===== config.mk =====
export PLATFORM = sky130hd
export DESIGN_NAME = regfile_fifo_ctrl
export DESIGN_NICKNAME = d
export VERILOG_FILES = /design/src/rtl/regfile_fifo_ctrl.sv
export SDC_FILE = /design/constraint.sdc
export NUM_CORES = 1
export LEC_CHECK = 0
export CORE_MARGIN = 2
export CORE_UTILIZATION = 40
export CTS_BUF_LIST = sky130_fd_sc_hd__clkbuf_8
export CTS_CLUSTER_DIAMETER = 120
export DETAILED_ROUTE_END_ITERATION = 6
export PLACE_DENSITY_LB_ADDON = 0.3
export SETUP_SLACK_MARGIN = 0.3
export SYNTH_ARGS = -nofsm -noshare
export SYNTH_HDL_FRONTEND = slang
export SYNTH_SLANG_ARGS = --single-unit

===== constraint.sdc =====
create_clock -name UserCLK -period 4.65 [get_ports UserCLK]
set_input_delay 0.6975 -clock UserCLK [delete_from_list [all_inputs] [get_ports UserCLK]]
set_output_delay 0.6975 -clock UserCLK [all_outputs]
set_load 0.01 [all_outputs]

===== src/rtl/regfile_fifo_ctrl.sv =====
// Valid/ready FIFO front-end for the 32x4 register-file BEL: drives its write port and port-A address, aligns pop data with port-A latency.
// Optional macro REGFILE_FIFO_ALMOST_EN adds almost_full/almost_empty flags with AF_THRESH/AE_THRESH.
module regfile_fifo_ctrl #(
    parameter int unsigned NoConfigBits = 2,
    parameter int unsigned DEPTH        = 32
`ifdef REGFILE_FIFO_ALMOST_EN
    ,
    parameter int unsigned AF_THRESH    = 28,
    parameter int unsigned AE_THRESH    = 2
`endif
) (
    input  logic                    UserCLK,
    input  logic                    Reset,
    input  logic                    push_valid,
    output logic                    push_ready,
    input  logic [3:0]              push_data,
    output logic                    pop_valid,
    input  logic                    pop_ready,
    output logic [3:0]              pop_data,
    output logic [5:0]              count,
    output logic                    overflow,
    output logic [3:0]              RF_D,
    output logic [4:0]              RF_W_ADR,
    output logic                    RF_W_en,
    output logic [4:0]              RF_A_ADR,
    input  logic [3:0]              RF_AD,
    input  logic [NoConfigBits-1:0] ConfigBits
`ifdef REGFILE_FIFO_ALMOST_EN
    ,
    output logic                    almost_full,
    output logic                    almost_empty
`endif
);

    localparam int unsigned DW = 4;
    localparam int unsigned AW = 5;
    localparam int unsigned PW = AW + 1;

    typedef enum logic [1:0] {
        OS_EMPTY = 2'd0,
        OS_WAIT  = 2'd1,
        OS_VALID = 2'd2
    } os_state_t;

    os_state_t       r_os_state;
    logic [PW-1:0]   r_wr_ptr;
    logic [PW-1:0]   r_rd_ptr;
    logic [DW-1:0]   r_pop_data;
    logic            r_pop_valid;
    logic            r_overflow;

    logic [PW-1:0]   w_mem_cnt;
    logic            w_full;
    logic            w_avail;
    logic            w_accept;
    logic            w_reg_a;
    logic            w_drop;

    // Status derived from the pointer pair; the wrap bit disambiguates full from empty.
    assign w_mem_cnt = r_wr_ptr - r_rd_ptr;
    assign w_full    = (w_mem_cnt == PW'(DEPTH));
    assign w_avail   = (w_mem_cnt != '0);
    assign w_reg_a   = ConfigBits[0];
    assign w_drop    = ConfigBits[1];
    assign w_accept  = push_valid && !w_full && !Reset;

    assign RF_W_en    = w_accept;
    assign RF_W_ADR   = r_wr_ptr[AW-1:0];
    assign RF_D       = push_data;
    assign RF_A_ADR   = r_rd_ptr[AW-1:0];

    assign push_ready = w_drop ? 1'b1 : !w_full;
    assign pop_valid  = r_pop_valid;
    assign pop_data   = r_pop_data;
    assign overflow   = r_overflow;
    assign count      = w_mem_cnt + PW'(r_pop_valid);

`ifdef REGFILE_FIFO_ALMOST_EN
    assign almost_full  = (32'(count) >= AF_THRESH);
    assign almost_empty = (32'(count) <= AE_THRESH);
`endif

    // Pointers, sticky drop flag and output-stage FSM; WAIT covers the registered port-A cycle.
    always_ff @(posedge UserCLK) begin
        if (Reset) begin
            r_wr_ptr    <= '0;
            r_rd_ptr    <= '0;
            r_os_state  <= OS_EMPTY;
            r_pop_valid <= 1'b0;
            r_pop_data  <= '0;
            r_overflow  <= 1'b0;
        end else begin
            if (w_accept) begin
                r_wr_ptr <= r_wr_ptr + PW'(1);
            end
            if (w_drop && push_valid && w_full) begin
                r_overflow <= 1'b1;
            end
            case (r_os_state)
                OS_EMPTY: begin
                    if (w_avail) begin
                        if (w_reg_a) begin
                            r_os_state <= OS_WAIT;
                        end else begin
                            r_pop_data  <= RF_AD;
                            r_rd_ptr    <= r_rd_ptr + PW'(1);
                            r_os_state  <= OS_VALID;
                            r_pop_valid <= 1'b1;
                        end
                    end
                end
                OS_WAIT: begin
                    r_pop_data  <= RF_AD;
                    r_rd_ptr    <= r_rd_ptr + PW'(1);
                    r_os_state  <= OS_VALID;
                    r_pop_valid <= 1'b1;
                end
                OS_VALID: begin
                    if (pop_ready) begin
                        if (!w_avail) begin
                            r_os_state  <= OS_EMPTY;
                            r_pop_valid <= 1'b0;
                        end else if (w_reg_a) begin
                            r_os_state  <= OS_WAIT;
                            r_pop_valid <= 1'b0;
                        end else begin
                            r_pop_data <= RF_AD;
                            r_rd_ptr   <= r_rd_ptr + PW'(1);
                        end
                    end
                end
                default: begin
                    r_os_state  <= OS_EMPTY;
                    r_pop_valid <= 1'b0;
                end
            endcase
        end
    end

endmodule


==> results of run 1 <==
==> power groups by stage <==
| stage | Sequential, mW | Clock (mW) | Combinational, mW |
|---|---|---|---|
| floorplan | 0.243 | 0 | 0.408 |
| global placement | 0.240 | 0 | 0.603 |
| detailed placement | 0.244 | 0 | 0.620 |
| CTS | 0.240 | 0.136 | 0.623 |
| global route | 0.244 | 0.143 | 0.682 |
| finish | 0.240 | 0.130 | 0.618 |
==> cell families after synthesis <==
group                    Yosys count  share of synthesized area, %
flip-flops                        20                         27.44
AO/OA/AOI/OAI                     33                         18.10
multiplexers                      11                         8.233
adder cells (fa/ha/maj)           10                         9.091
AND/OR/NAND/NOR                   53                         18.01
buffers and inverters             33                         12.18
XOR/XNOR                           9                         6.948
==> cells in the mapped netlist (all sizes together), types with 4 or more instances <==
cell type  number  area (sq um)
mux2            5         60.05
nor2           17         63.81
ha              9         112.6
dfxtp          20         400.4
xnor2           4         42.55
a21oi          13         76.33
nand3           5         25.02
o21ai           4         20.02
mux2i           6         60.06
inv            14         52.55
xor2            5         58.81
nand2          12         45.04
buf            15         110.1
==> critical path: stages, from the launching register on <==
cell	delay [ns]
dfxtp_1	0.41
inv_1	0.08
ha_1	0.23
fa_1	0.43
nand2b_1	0.17
o2bb2ai_1	0.17
xor2_1	0.29
o2111a_1	0.53
nor3_1	0.11
clkdlybuf4s50_1	0.51
==> cell type report <==
cell class                 count  area, sq um
timing repair buffer          33        330.3
clock buffer                   4        55.05
fill                         333         1635
tap                           46        57.56
inverter                      15        56.30
multi-input combinational    116        880.8
sequential                    20        400.4
==> state kept, by name, summed over array words and instances, names as in the netlist <==
| name | cells |
|---|---|
| r_rd_ptr | 6 |
| r_wr_ptr | 6 |
| overflow | 1 |
| pop_data | 4 |
| r_os_state | 2 |
| pop_valid | 1 |
==> worst min-delay path by stage <==
stage / start / to / slack, ns / cells after the start
finish: pop_data[2]$_SDFFE_PP0P_ / pop_data[2]$_SDFFE_PP0P_ / 0.47 / 2
global route: pop_data[0]$_SDFFE_PP0P_ / pop_data[0]$_SDFFE_PP0P_ / 0.49 / 2
CTS: pop_data[2]$_SDFFE_PP0P_ / pop_data[2]$_SDFFE_PP0P_ / 0.47 / 2
detailed placement: pop_data[2]$_SDFFE_PP0P_ / pop_data[2]$_SDFFE_PP0P_ / 0.45 / 2
global placement: pop_data[1]$_SDFFE_PP0P_ / pop_data[1]$_SDFFE_PP0P_ / 0.44 / 2
floorplan: r_os_state[1]$_SDFFE_PP0P_ / r_os_state[1]$_SDFFE_PP0P_ / 0.46 / 1
==> through the flow <==
step,std cells,power [mW]
floorplan,169,0.6510
global placement,230,0.8433
detailed placement,230,0.8635
CTS,234,0.9984
global route,234,1.069
finish,234,0.9883
==> per-layer routing <==
metal / vias up / track usage (%) / wire [microns] / part of all wire (%)
met5: - / 0 / 0 / 0
met1: 562 / 17.35 / 1286 / 42
met4: 0 / 7.447 / 68 / 2.2
met2: 38 / 30.60 / 1589 / 52
met3: 10 / 1.937 / 124 / 4.0
li1: 614 / - / - / -
==> impl_metrics.py, run 1 <==
metrics = {
    "worst_hold_path": {
        "hold_path_class": "register to register",
    },
    "clock_tree": {
        "clockBufferDepth": 2,
        "ctsResizeCount": 0,
        "clk_latency_ns": 0.25,
        "clockRootBuffer": "clkbuf_8",
        "post_cts_buffers": 0,
        "cts_made_buffers": 3,
        "clock-sinks": 20,
        "clkTransAtPathRegs_ns": 0.07,
        "cts_tree": "yes",
        "postCtsHoldBufs": 0,
        "htreeDepth": 1,
    },
    "yosys": {
        "synth_ff_type": "dfxtp_1",
        "yosysSeqAreaShare_pct": 27.44,
        "synth_edf_count": 0,
        "yosys.cell_types.count": 44,
        "synthCells": 169,
        "synthArstFlopShare_pct": 0,
        "ys_ff_latch": 20,
        "ys_warn_count": 0,
        "avgSynthCellArea_sq_um": 8.633,
        "synthesis.nets": 193,
        "syn_area_sq_mm": 0.001459,
    },
    "timing": {
        "setup_slack_ns": 0.7761,
        "setup-violations-final": 0,
        "holdWs_ns": 0.4667,
        "tightestPinTransition_ns": 0.6959,
        "finalSetupTns_ns": 0,
        "min_period_over_period_pct": 83.31,
        "slew_viol_final": 0,
        "fmax_mhz": 258.1,
        "rsz0062_at_grt": "false",
        "hold_viol": 0,
        "relSlewSlack_pct": 53.46,
        "fin_skew_ns": 0.001563,
        "timing.final.crit_period_ns": 3.874,
    },
    "route": {
        "drt_iter0_markers": 53,
        "dr.pass1.iters": 4,
        "vias_per_cell": 5.231,
        "drc": 0,
        "antenna_left": 0,
        "avgRoutedWirePerCell_microns": 13.12,
        "vias": 1224,
        "wl_microns": 3069,
    },
    "floorplanning": {
        "num_rows": 21,
        "chipHeight_microns": 64.39,
        "core_sq_mm": 0.003416,
        "die_w_microns": 64.39,
        "boundaryPins": 42,
        "dieArea_sq_mm": 0.004146,
        "start_util_pct": 42.71,
    },
    "worst_setup_path": {
        "required_ns": 3.95,
        "end_kind": "output pin",
        "crit_fanout": 15,
        "worst_ep_arrival_time_ns": 3.18,
        "crit_start": "r_wr_ptr[0]$_SDFFE_PP0P_",
        "regToRegSetupSlack_ns": 1.76,
        "crit_type": "register to output pin",
        "startpoint_type": "register",
        "r2r_cells": 9,
        "r2r_end": "r_rd_ptr[5]$_SDFFE_PP0P_",
        "timing.rr.start": "r_wr_ptr[0]$_SDFFE_PP0P_",
        "crit_end": "RF_W_en",
    },
    "place": {
        "postPlaceCellArea_sq_mm": 0.001725,
        "routabilityCongestion": 0.8398,
        "dp_hpwl_microns": 2499,
        "port_buffers": 33,
        "place_ws_ns": 1.070,
    },
    "power_and_ir_drop": {
        "power_leakage_nw": 0.6935,
        "seqPwrFrac_pct": 24.3,
        "irDropWorstVdd_mv": 0.2299,
        "power.density_mw_per_mm2": 555.1,
        "intPower_uw": 584.9,
        "clkPwrFrac_pct": 13.1,
        "swShare_pct": 40.82,
        "switching_power_uw": 403.4,
        "combPwrFrac_pct": 62.5,
    },
    "global_route": {
        "track_usage_pct": 16.04,
        "antenna_found_initial": 0,
        "grt_pass1_wl_microns": 5340,
        "grt_max_degree": 22,
        "grt_pass1_vias": 1262,
        "grt.overflow.total": 0,
    },
    "cells_and_area": {
        "design_area_sq_mm": 0.001780,
        "final_util_pct": 52.12,
        "area_growth_pct": 22.04,
        "final_cell_mix": "clkdlybuf4s50_1 (33), dfxtp_1 (20), nor2_1 (17)",
        "n_antenna_cell": 0,
        "layout-drive-gt1-share_pct": 6.915,
        "final_common_cell": "clkdlybuf4s50_1",
        "fin_nets": 213,
    },
    "flow_run": {
        "drv_cap": 0,
    },
    "run_status": {
        "status": "completed",
    },
}
No activity file was read; power rests on OpenSTA's default activity.
==> run 2, diff against run 1 <==
Clock period 4.65 ns to 3.73 ns, I/O delays scaled along.
==> run 2 against run 1 <==
First-iteration DRC count decreased by 42%. Worst setup slack worse by 0.32 ns. Core utilization up 0.88 points. Clock power increased by 29%. Sequential share of layout area shrank 0.30 points. Clock skew up 0.0017 ns. Global-route usage shrank 0.26 points.
==> impl_metrics.py, run 2 (synthesis gave the netlist of run 1 again) <==
metrics = {
    "run_status": {
        "status": "completed",
    },
    "clock_tree": {
        "clockBufferDepth": 2,
        "postCtsHoldBufs": 0,
        "clk_latency_ns": 0.26,
        "cts_tree": "yes",
        "clockRootBuffer": "clkbuf_8",
        "cts_made_buffers": 3,
        "clock-sinks": 20,
        "htreeDepth": 1,
        "clkTransAtPathRegs_ns": 0.08,
    },
    "worst_setup_path": {
        "required_ns": 3.17,
        "startpoint_type": "register",
        "worst_ep_arrival_time_ns": 2.72,
        "crit_type": "register to output pin",
        "regToRegSetupSlack_ns": 0.93,
        "r2r_cells": 9,
        "crit_fanout": 6,
        "end_kind": "output pin",
    },
    "floorplanning": {
        "chipHeight_microns": 64.39,
        "start_util_pct": 42.71,
        "dieArea_sq_mm": 0.004146,
        "boundaryPins": 42,
        "num_rows": 21,
        "die_w_microns": 64.39,
        "core_sq_mm": 0.003416,
    },
    "flow_run": {
        "drv_cap": 0,
    },
    "place": {
        "dp_hpwl_microns": 2500,
        "routabilityCongestion": 0.8407,
        "dp_cells": 232,
        "place_ws_ns": 0.5805,
        "port_buffers": 33,
    },
    "cells_and_area": {
        "final_common_cell": "clkdlybuf4s50_1",
        "area_growth_pct": 24.10,
        "layout.cells.non_filler": 237,
        "n_antenna_cell": 0,
        "nFillCells": 338,
        "fin_nets": 216,
        "layout-drive-gt1-share_pct": 9.948,
        "final_cell_mix": "clkdlybuf4s50_1 (32), dfxtp_1 (19), nor2_1 (17)",
    },
    "timing": {
        "tightestPinTransition_ns": 0.6502,
        "finalSetupTns_ns": 0,
        "setup-violations-final": 0,
        "holdWs_ns": 0.4654,
        "slew_viol_final": 0,
        "fin_skew_ns": 0.003259,
        "min_period_over_period_pct": 87.90,
        "timing.final.crit_period_ns": 3.279,
        "setup_slack_ns": 0.4512,
        "hold_viol": 0,
        "fmax_mhz": 305.0,
        "rsz0062_at_grt": "false",
        "relSlewSlack_pct": 56.51,
    },
    "route": {
        "dr.pass1.iters": 4,
        "antenna_left": 0,
        "drt_iter0_markers": 31,
        "avgRoutedWirePerCell_microns": 13.38,
        "drc": 0,
        "wl_microns": 3171,
        "vias": 1260,
        "vias_per_cell": 5.316,
    },
    "global_route": {
        "grt.overflow.total": 0,
        "grt_pass1_wl_microns": 5285,
        "grt_pass1_vias": 1220,
        "track_usage_pct": 15.78,
        "grt_max_degree": 22,
        "antenna_found_initial": 0,
    },
    "power_and_ir_drop": {
        "power.density_mw_per_mm2": 697.2,
        "totalPowerFinal_mw": 1.262,
        "irDropWorstVdd_mv": 0.3933,
        "power_leakage_nw": 0.7195,
    },
    "worst_hold_path": {
        "whs_path_depth": 2,
        "hold_path_class": "register to register",
    },
}
## run 2: through the flow
| step | util, % | cell area, sq um |
|---|---|---|
| 2_1_floorplan | - | 1459 |
| 6_report | 53.00 | 1810 |
| 3_3_place_gp | 50.95 | 1740 |
| 3_5_place_dp | 50.95 | 1740 |
| 4_1_cts | 52.82 | 1804 |
| 5_1_grt | 53.00 | 1810 |
## run 2: power by group
| group | switching [mW] | internal, mW | total (mW) |
|---|---|---|---|
| Clock | 0.0737 | 0.0940 | 0.168 |
| Sequential | 0.0432 | 0.256 | 0.300 |
| Combinational | 0.397 | 0.398 | 0.795 |
| Total | 0.514 | 0.748 | 1.26 |
## run 2: final timing paths
path	endpoint	from
worst min register to register	pop_data[2]$_SDFFE_PP0P_	pop_data[2]$_SDFFE_PP0P_
worst min-delay path	pop_data[2]$_SDFFE_PP0P_	pop_data[2]$_SDFFE_PP0P_
worst max register to register	r_rd_ptr[5]$_SDFFE_PP0P_	r_wr_ptr[0]$_SDFFE_PP0P_
worst max-delay path	count[5]	r_wr_ptr[0]$_SDFFE_PP0P_
## run 2: cell type report
cell class,count,area (sq um),area share (%)
timing repair buffer,36,355.3,19.63
multi-input combinational,116,884.6,48.86
sequential,20,401.6,22.18
inverter,15,56.30,3.110
tap,46,57.56,3.179
clock buffer,4,55.05,3.041
## run 2: repair_timing
action,4_1_cts,5_1_grt
setup buffers,1,0
resized for setup,1,3
setup endpoints to repair,3,4
pin swaps,1,1
## run 2: worst max-delay path, cell delays in order, from the launching register on
cell	delay [ns]
dfxtp_2	0.37
inv_1	0.06
ha_1	0.22
fa_2	0.37
nand2b_1	0.16
o2bb2ai_1	0.16
xor2_1	0.19
nor3_1	0.24
xnor2_1	0.14
clkdlybuf4s50_1	0.55
## run 2: metal layers
| metal | global-route usage (%) | vias to the layer above | wire [microns] |
|---|---|---|---|
| met5 | 0 | - | 0 |
| met4 | 4.255 | 0 | 25 |
| met3 | 2.817 | 6 | 121 |
| met2 | 30.08 | 24 | 1716 |
| met1 | 17.79 | 610 | 1308 |
| li1 | - | 620 | - |
==> run 3, diff against run 2 <==
Settings changed: ABC_AREA set to 1, CELL_PAD_IN_SITES_DETAIL_PLACEMENT set to 0, CELL_PAD_IN_SITES_GLOBAL_PLACEMENT set to 1, CORE_UTILIZATION 40 to 35, CTS_CLUSTER_SIZE set to 30.
==> run 3 against run 2 <==
Die area is 22% higher. Hold slack got worse by 0.0091 ns. Routed wire length up 4.1%. Synthesized cell count increased by 27%. Via count up 5.9%. Flip-flop and latch count did not move. Critical path depth rose by 2. Critical path type unchanged.
==> impl_metrics.py, run 3 <==
metrics = {
    "route": {
        "avgRoutedWirePerCell_microns": 11.47,
        "dr.pass1.iters": 4,
        "antenna_left": 0,
        "vias": 1334,
        "wl_microns": 3302,
        "drc": 0,
        "vias_per_cell": 4.632,
        "drt_iter0_markers": 83,
    },
    "clock_tree": {
        "clock-sinks": 20,
        "cts_made_buffers": 3,
        "clk_latency_ns": 0.27,
        "clkTransAtPathRegs_ns": 0.08,
        "clockBufferDepth": 2,
        "htreeDepth": 1,
        "clockRootBuffer": "clkbuf_8",
        "post_cts_buffers": 0,
        "cts_tree": "yes",
    },
    "worst_setup_path": {
        "crit_start": "r_wr_ptr[0]$_SDFFE_PP0P_",
        "end_kind": "output pin",
        "required_ns": 3.17,
        "crit_type": "register to output pin",
        "timing.rr.start": "r_wr_ptr[0]$_SDFFE_PP0P_",
        "crit_cells": 11,
        "startpoint_type": "register",
        "slowest_delay_ns": 0.56,
        "r2r_end": "r_rd_ptr[0]$_SDFFE_PP0P_",
        "crit_fanout": 5,
        "crit_buf_inv": 3,
        "r2r_cells": 12,
        "regToRegSetupSlack_ns": 1.41,
        "slowest_stage": "fa_2",
        "crit_end": "RF_W_en",
        "crit_chain": "inv_1, ha_1, fa_2, nand2_1, nor2_4, nand3_4, nor2_8, nand2_2, nand3_2, inv_2, clkdlybuf4s50_1",
        "worst_ep_arrival_time_ns": 2.70,
        "crit_family": "adder cells",
    },
    "power_and_ir_drop": {
        "power.density_mw_per_mm2": 717.2,
        "irDropWorstVdd_mv": 0.3295,
        "power_leakage_nw": 0.8424,
    },
    "yosys": {
        "synth-xor-area-share_pct": 6.135,
        "synth_mux_area_share_pct": 0,
        "synthAdderAreaFrac_pct": 8.446,
        "synth_top_family_by_area": "simple AND/OR/NAND/NOR gates",
        "synth_top_area_cell": "dfxtp_1",
        "ys_ff_latch": 20,
        "ys_top_cells_by_count": "nand2_1 (41), inv_1 (31), dfxtp_1 (20), nand3_1 (16), buf_4 (14)",
        "synthCells": 214,
        "synth.most_common_cell": "nand2_1",
        "synth_edf_count": 0,
        "avgSynthCellArea_sq_um": 7.338,
        "yosysSeqAreaShare_pct": 25.50,
        "synth_ff_type": "dfxtp_1",
        "synth_area_leaders": "dfxtp_1 (25%), nand2_1 (9.8%), inv_1 (7.4%)",
        "synth_top_area_share_pct": 25.50,
        "syn_area_sq_mm": 0.001570,
        "yosys.cell_types.count": 28,
        "synth-simple-area-share_pct": 34.74,
        "synth_compound_area_share_pct": 9.084,
        "synthesis.nets": 238,
        "ys_warn_count": 0,
        "synthArstFlopShare_pct": 0,
    },
    "timing": {
        "fmax_mhz": 306.5,
        "slew_viol_final": 0,
        "setup-violations-final": 0,
        "relSlewSlack_pct": 68.91,
        "hold_viol": 0,
        "timing.final.crit_period_ns": 3.263,
        "finalSetupTns_ns": 0,
        "rsz0062_at_grt": "false",
        "tightestPinTransition_ns": 0.4663,
        "fin_skew_ns": 0.008770,
        "min_period_over_period_pct": 87.48,
    },
    "global_route": {
        "grt_pass1_vias": 1218,
        "track_usage_pct": 14.12,
        "antenna_found_initial": 0,
        "grt_pass1_wl_microns": 5602,
        "grt_max_degree": 15,
        "grt.overflow.total": 0,
    },
    "floorplanning": {
        "chipHeight_microns": 70.98,
        "start_util_pct": 36.31,
        "boundaryPins": 42,
        "core_sq_mm": 0.004324,
        "dieArea_sq_mm": 0.005038,
        "die_w_microns": 70.98,
        "num_rows": 24,
    },
    "cells_and_area": {
        "fin_nets": 261,
        "final_util_pct": 44.76,
        "area_growth_pct": 23.27,
        "design_area_sq_mm": 0.001936,
        "n_antenna_cell": 0,
        "final_cell_mix": "nand2_1 (41), clkdlybuf4s50_1 (32), inv_1 (31)",
        "layout.cells.non_filler": 288,
        "final_common_cell": "nand2_1",
        "layout-drive-gt1-share_pct": 16.53,
    },
    "place": {
        "port_buffers": 33,
        "dp_cells": 284,
        "dp_hpwl_microns": 2515,
        "routabilityCongestion": 0.7997,
        "postPlaceCellArea_sq_mm": 0.001844,
    },
    "flow_run": {
        "drv_cap": 0,
    },
    "worst_hold_path": {
        "hold_path_class": "register to register",
    },
    "run_status": {
        "status": "completed",
    },
}
==> run 3: logic make-up (layout without fill, tap and decap cells) <==
group,after synthesis,in the layout
adder cells (fa/ha/maj),10,10
XOR/XNOR,11,11
AO/OA/AOI/OAI,22,22
AND/OR/NAND/NOR,102,102
flip-flops,20,20
buffers and inverters,49,71
==> run 3: how the worst min path moves through the flow <==
stage	depth (start not counted)	startpoint	endpoint	slack (ns)
finish	2	overflow$_SDFFE_PP0P_	overflow$_SDFFE_PP0P_	0.46
detailed placement	2	overflow$_SDFFE_PP0P_	overflow$_SDFFE_PP0P_	0.45
global placement	2	overflow$_SDFFE_PP0P_	overflow$_SDFFE_PP0P_	0.45
floorplan	2	r_wr_ptr[5]$_SDFFE_PP0P_	r_wr_ptr[5]$_SDFFE_PP0P_	0.45
global route	2	pop_data[2]$_SDFFE_PP0P_	pop_data[2]$_SDFFE_PP0P_	0.49
CTS	2	overflow$_SDFFE_PP0P_	overflow$_SDFFE_PP0P_	0.46
==> run 3: layer usage <==
layer / track usage, % / vias to the layer above / part of all wire, %
met5: 0 / - / 0
met4: 5.241 / 0 / 1.3
met3: 3.134 / 4 / 5.1
met2: 21.08 / 33 / 42
met1: 19.93 / 574 / 51
li1: - / 723 / -
==> run 3: area by class of cell <==
| type | instances | area (sq um) |
|---|---|---|
| well taps | 52 | 65.06 |
| flip-flops and latches | 20 | 402.9 |
| clock buffers | 3 | 41.29 |
| fillers | 464 | 2389 |
| inverters | 33 | 123.9 |
| multi-input cells | 145 | 932.1 |
| repair buffers | 34 | 340.3 |
| clock inverters | 1 | 30.03 |
==> run 3: through the flow <==
stage / total power, mW / setup WS (ns) / hold slack (ns)
floorplan: 0.9254 / 1.206 / 0.4524
global placement: 1.174 / 0.6766 / 0.4461
detailed placement: 1.171 / 0.6432 / 0.4451
CTS: 1.400 / 0.3207 / 0.4591
global route: 1.518 / 0.3041 / 0.4930
finish: 1.388 / 0.4668 / 0.4563
==> run 3: repair_timing <==
action                     4_1_cts  5_1_grt
resized for setup                0        5
setup endpoints to repair        0        2
hold buffers                     0        0
==> run 3: power by group <==
group / switching (mW) / internal, mW / leakage (nW)
registers: 0.0475 / 0.256 / 0.164
clock network: 0.0805 / 0.144 / 0.0357
logic: 0.474 / 0.387 / 0.642
total: 0.602 / 0.786 / 0.842
==> run 3: worst reg2reg max path, stage by stage (launching register included) <==
cell and delay, ns:
dfxtp_2 0.37, inv_1 0.07, ha_1 0.22, fa_2 0.57, nand2_1 0.09, nor2_4 0.13
nand3_4 0.10, nor2_8 0.14, nand3_4 0.15, nand3_4 0.21, nand2_1 0.07, nand2_1 0.06
nor2_1 0.04
